`src/rtl/priority_req_controller.sv`:
```
// Sticky-pending request controller: latches request pulses, masks sources, and presents one
// granted source index per handshake using fixed or round-robin priority.
module priority_req_controller #(
  parameter int unsigned N     = 8,
  parameter int unsigned IDX_W = $clog2(N),
  parameter int unsigned MODE  = 0
) (
  input  logic             clk,
  input  logic             rst,
  input  logic [N-1:0]     req,
  input  logic [N-1:0]     mask,
  input  logic             out_ready,
  output logic             out_valid,
  output logic [IDX_W-1:0] out_idx,
  output logic [N-1:0]     pending,
  output logic             idle
);

  logic [N-1:0]     pending_q, pending_d;
  logic [N-1:0]     eligible;
  logic [N-1:0]     clr;
  logic             out_valid_q;
  logic [IDX_W-1:0] out_idx_q;
  logic [IDX_W-1:0] ptr_q;
  logic [IDX_W-1:0] sel;
  logic [IDX_W-1:0] cand;
  logic             load;

  assign eligible = pending_q & ~mask;
  assign load     = (!out_valid_q || out_ready) && (eligible != '0);

  // Candidates are visited from lowest to highest priority so the last hit wins.
  always_comb begin
    sel  = '0;
    cand = '0;
    if (MODE == 0) begin
      for (int i = 0; i < int'(N); i++) begin
        cand = IDX_W'(i);
        if (eligible[cand]) sel = cand;
      end
    end else begin
      // Offset k=1 is ptr-1 (highest priority), k=N is ptr itself (lowest).
      for (int k = int'(N); k >= 1; k--) begin
        cand = IDX_W'((int'(ptr_q) + int'(N) - k) % int'(N));
        if (eligible[cand]) sel = cand;
      end
    end
  end

  always_comb begin
    clr = '0;
    if (load) clr = {{(N-1){1'b0}}, 1'b1} << sel;
    // Set wins over clear so a re-request on the granted bit stays pending.
    pending_d = (pending_q & ~clr) | req;
  end

  always_ff @(posedge clk) begin
    if (rst) begin
      pending_q   <= '0;
      out_valid_q <= 1'b0;
      out_idx_q   <= '0;
      ptr_q       <= '0;
    end else begin
      pending_q <= pending_d;
      if (load) begin
        out_valid_q <= 1'b1;
        out_idx_q   <= sel;
        ptr_q       <= sel;
      end else if (out_valid_q && out_ready) begin
        out_valid_q <= 1'b0;
      end
    end
  end

  assign out_valid = out_valid_q;
  assign out_idx   = out_idx_q;
  assign pending   = pending_q;
  assign idle      = (pending_q == '0) && !out_valid_q;

endmodule
```
`config.mk`:
```
export PLATFORM = sky130hd
export DESIGN_NAME = priority_req_controller
export DESIGN_NICKNAME = d
export VERILOG_FILES = /design/src/rtl/priority_req_controller.sv
export SDC_FILE = /design/constraint.sdc
export NUM_CORES = 1
export LEC_CHECK = 0
export CELL_PAD_IN_SITES_DETAIL_PLACEMENT = 2
export CELL_PAD_IN_SITES_GLOBAL_PLACEMENT = 2
export CORE_MARGIN = 2
export CORE_UTILIZATION = 22
export DETAILED_ROUTE_END_ITERATION = 10
export GPL_TIMING_DRIVEN = 0
export PLACE_DENSITY_LB_ADDON = 0.1
export SYNTH_ARGS = -nofsm -noshare
export SYNTH_HDL_FRONTEND = slang
export SYNTH_SLANG_ARGS = --single-unit
```
`constraint.sdc`:
```
create_clock -name clk -period 1.65 [get_ports clk]
set_clock_uncertainty 0.2 [all_clocks]
set_input_delay 0.33 -clock clk [delete_from_list [all_inputs] [get_ports clk]]
set_output_delay 0.33 -clock clk [all_outputs]
set_load 0.01 [all_outputs]
```
Yosys cells after proc, flatten, opt, wreduce, memory -nomap -nowiden
Cells that the tools add are included.

storage, ports and cells
  flip-flop bits (word level) = 12

cells by class
  shift operators = 1
  mux-type cells = 10
  bitwise gates (word level) = 5
  reduce and logical (&&, ||, !) cells = 8

operators by type and width
  operator             count
  $mux 3               6
  $and 8x8->8          2
  $not 8->8            2
  $logic_not 8->1      1
  $mux 8               1
  $or 8x8->8           1
  $reduce_bool 8->1    1
  $shl 1x3->8 const A  1
  $logic_and 1x1->1    3
  $mux 1               3
  $reduce_bool 2->1    1
  $logic_not 1->1      1
  $logic_or 1x1->1     1

Longest topological paths before layout
  word-level depth = 14
  mapped depth = 4
  gate-level depth less buffers = 4

Worst setup path before layout
OpenSTA, ideal clock, no wires.

  path type = reg-to-output
  from = register pending_q[1], in the netlist pending[1]
  to = output idle
  arrival = 1,029 ps
  required time = 1,120 ps
  setup slack = 91 ps
  stages on the path, launching flop included = 4
  buffers on the path = 0
  cells stage by stage = dfxtp_1 nor4_1 nand2_1 nor4_1

on the way
  cells in the longest elaborated chain, start to end = 2

RTL lines
  item                    line  source
  from (decl)             19    logic [N-1:0] pending_q, pending_d;
  from (signal assigned)  64    pending_q <= pending_d;
  $logic_not 8->1         78    assign idle = (pending_q == '0) && !out_valid_q;
  $logic_and 1x1->1       78
  to (decl)               16    output logic idle

No other way between the ends.

Worst setup path in the final report
  from = register pending_q[5], in the netlist pending[5]
  to = output idle

The elaborated chain is that of the path after synthesis.

==> impl_metrics.tcl <==
set metrics [dict create \
    yosys.area_share.xor_xnor_pct 0 \
    placement.io_buffers 31 \
    syn_area_sq_um 693.2 \
    area_growth_pct 68.05 \
    worst_hold_path_class "register to register" \
    initial_core_util_pct 22.89 \
    clk-insertion-delay-late_ps 280 \
    rr_endpoint "out_idx[1]" \
    r2r-start "pending[2]" \
    detailedPlacementHpwl_mm 1.871 \
    postCtsHoldBufs 0 \
    placeableCoreArea_sq_um 3028 \
    route.vias.total 718 \
    postPlaceCellArea_sq_um 1059 \
    num_antenna_cells 0 \
    layout_setup_ws_ps -196.4 \
    post-route-util_pct 38.47 \
    asyncSetResetFlopFracSynth_pct 0 \
    worst-path-max-fanout 5 \
    grt_max_degree 11 \
    dieArea_sq_um 3616 \
    failed_checks "setup timing" \
    drt_iter0_markers 9 \
    drt-wirelength-per-cell_um 14.62 \
    syn_inst 79 \
    post_synth_mux_area_share_pct 0 \
    finalSetupTns_ps -196.4 \
    clock-sinks 12 \
    post-synth-top-area-cell "dfxtp_1" \
    yosys_warnings 0 \
    cp_slowest_cell "dfxtp_2" \
    synth_compound_gate_area_share_pct 29.60 \
    power.static_leakage_uw 0.0005028 \
    dominant_combinational_cell_family_by_area_after_synthesis "simple AND/OR/NAND/NOR gates" \
    critical_path_required_ps 1120 \
    synth_top_area_share_pct 34.66 \
    synth_simple_gate_area_share_pct 30.32 \
    grt_pass1_wl_mm 3.788 \
    vdd_ir_drop_max_v 0.0002765 \
    worst-r2r-setup-slack_ps 100 \
    ys_dominant_reg_cell "dfxtp_1" \
    timing_worst_slew_pin_value_ps 574.2 \
    finalHoldViolations 0 \
    die_h_um 60.13 \
    detail_route.wirelength_mm 2.296 \
    routed_via_density 4.573 \
    synthTopCellsByCount "dfxtp_1 (12), inv_1 (8), a21oi_1 (7)" \
    grt_setup_unrepaired "yes" \
    top_achievable_clock_speed_mhz 541.6 \
    worst-setup-path-type "register to output port" \
    synth.area.top_cells "dfxtp_1 (35%), nand2b_1 (5.4%), a21oi_1 (5.1%), inv_1 (4.3%), o41ai_1 (3.8%)" \
    cts.clk_slew.worst_paths_ps 80 \
    crit_path_start "pending[5]" \
    cts_buffers 3 \
    kind_of_end_point_of_the_critical_path "output port" \
    cts.path.max_buffers 2 \
    first_global_vias 784 \
    grt_antenna_before_repair 0 \
    yosys.cell_count.top_type "dfxtp_1" \
    finalInstanceArea_sq_um 1165 \
    start_kind "register" \
    dieWidth_um 60.13 \
    run_status "complete, but fails checks" \
    drtPass1Iterations 3 \
    globalRoute.totalOverflow 0 \
    timing.slew.headroom_pct 61.72 \
    critPathMaxStageDelay_ps 360 \
    finalSetupViolations 1 \
    cp_cell_sequence "nor4_4 -> nand2_1 -> nor4_2 -> buf_2" \
    clockRootBuffer "clkbuf_4" \
    ys_seq_elements 12 \
    cts_tree "done" \
    worstPathArrival_ps 1320 \
    rows 20 \
    place_inst 154 \
    synth.avg_cell_area_sq_um 8.774 \
    synth.net_count 98 \
    max-cap-violations 0 \
    remaining_drcs 0 \
    area_share_of_fa_ha_maj_cells_after_synthesis_pct 0 \
    cts_h_tree_depth 1 \
    globalplace.congestion 0.7978 \
    slew_viol_final 0 \
    worst_setup_path_endpoint "idle" \
    postCtsSetupRepairBufs 0 \
    post_synth_num_cell_types 35 \
    final_instance_count_without_filler_cells 157 \
    synth-seq-area-share_pct 34.66 \
    drive_above_1_share_pct 31.86 \
    design.portCount 32 \
    finalCritPeriodShare_pct 111.9 \
    power_density_nw_per_um2 685.9 \
    fin_crit_period_ps 1846 \
    grtUsageTotal_pct 14.42 \
    number_of_enable_flip_flop_cells_after_synthesis 0 \
    nets 134 \
    worstRegToRegCells 4 \
    antenna_violating_nets_post_route 0 \
]
cell usage in the layout (no fill, tap or decap), drive strengths merged, types with 2 or more instances in the layout:
| master | instances |
|---|---|
| a211oi | 2 |
| a21oi | 7 |
| and2b | 3 |
| buf | 2 |
| clkbuf | 3 |
| clkdlybuf4s50 | 15 |
| dfxtp | 12 |
| dlygate4sd2 | 14 |
| inv | 9 |
| nand2 | 3 |
| nand2b | 8 |
| nand3 | 2 |
| nor2 | 5 |
| nor2b | 2 |
| nor3 | 2 |
| nor4 | 4 |
| o21ai | 4 |
| o41ai | 3 |
worst max-delay path, delay by kind of cell, from the launching register on:
kind,cells,cell delay (ps)
flops,1,360
buf+inv,1,180
simple gates,3,510
worst min path at each step:
| stage | start | to | slack [ps] | depth (start not counted) |
|---|---|---|---|---|
| floorplan | rst | out_idx[0] | 230 | 1 |
| global placement | out_idx[1] | out_idx[1] | 250 | 2 |
| detailed placement | out_idx[1] | out_idx[1] | 270 | 2 |
| CTS | out_idx[1] | out_idx[1] | 280 | 2 |
| global route | out_idx[2] | out_idx[2] | 300 | 1 |
| finish | out_idx[1] | out_idx[1] | 270 | 2 |
layout make-up:
class | instances | area, sq um
fillers | 346 | 1863
multi-input cells | 57 | 510.5
well taps | 44 | 55.05
repair buffers | 31 | 290.3
clock buffers | 3 | 22.52
flip-flops and latches | 12 | 249.0
inverters | 9 | 33.78
plain buffers | 1 | 3.754
registers in the layout (all words and copies together) (netlist names):
signal and cells:
out_idx 3, out_valid 1, pending 8
routing by layer:
layer  global-route usage (%)  vias to the layer above  wire length [um]
li1                         -                      360                 -
met2                    24.53                       22              1151
met5                        0                        -                 0
met4                    1.905                        0                 0
met1                    17.53                      336              1027
met3                    5.628                        0               116
stage by stage:
stage	power (uW)	setup WS, ps	hold WS [ps]
2_1_floorplan	471.5	91.09	232.8
3_3_place_gp	601.3	-460.6	254.2
3_5_place_dp	608.1	-487.3	266.4
4_1_cts	809.9	-233.7	276.1
5_1_grt	854.8	-329.7	296.7
6_report	799.0	-196.4	271.5
kinds of logic after synthesis:
logic type	after synthesis
flip-flops	12
AND/OR/NAND/NOR	31
buffers and inverters	10
AO/OA/AOI/OAI	26
power by group:
group	internal [uW]	switching, uW
logic	136	124
registers	319	33.8
clock network	84.6	102
repair_timing:
action                                  CTS  global route
endpoints found under the setup margin   21             8
resized for setup                        41             5
hold endpoints to repair                  0             0
pin swaps                                 6             1
(Power assumes the default switching activity.)
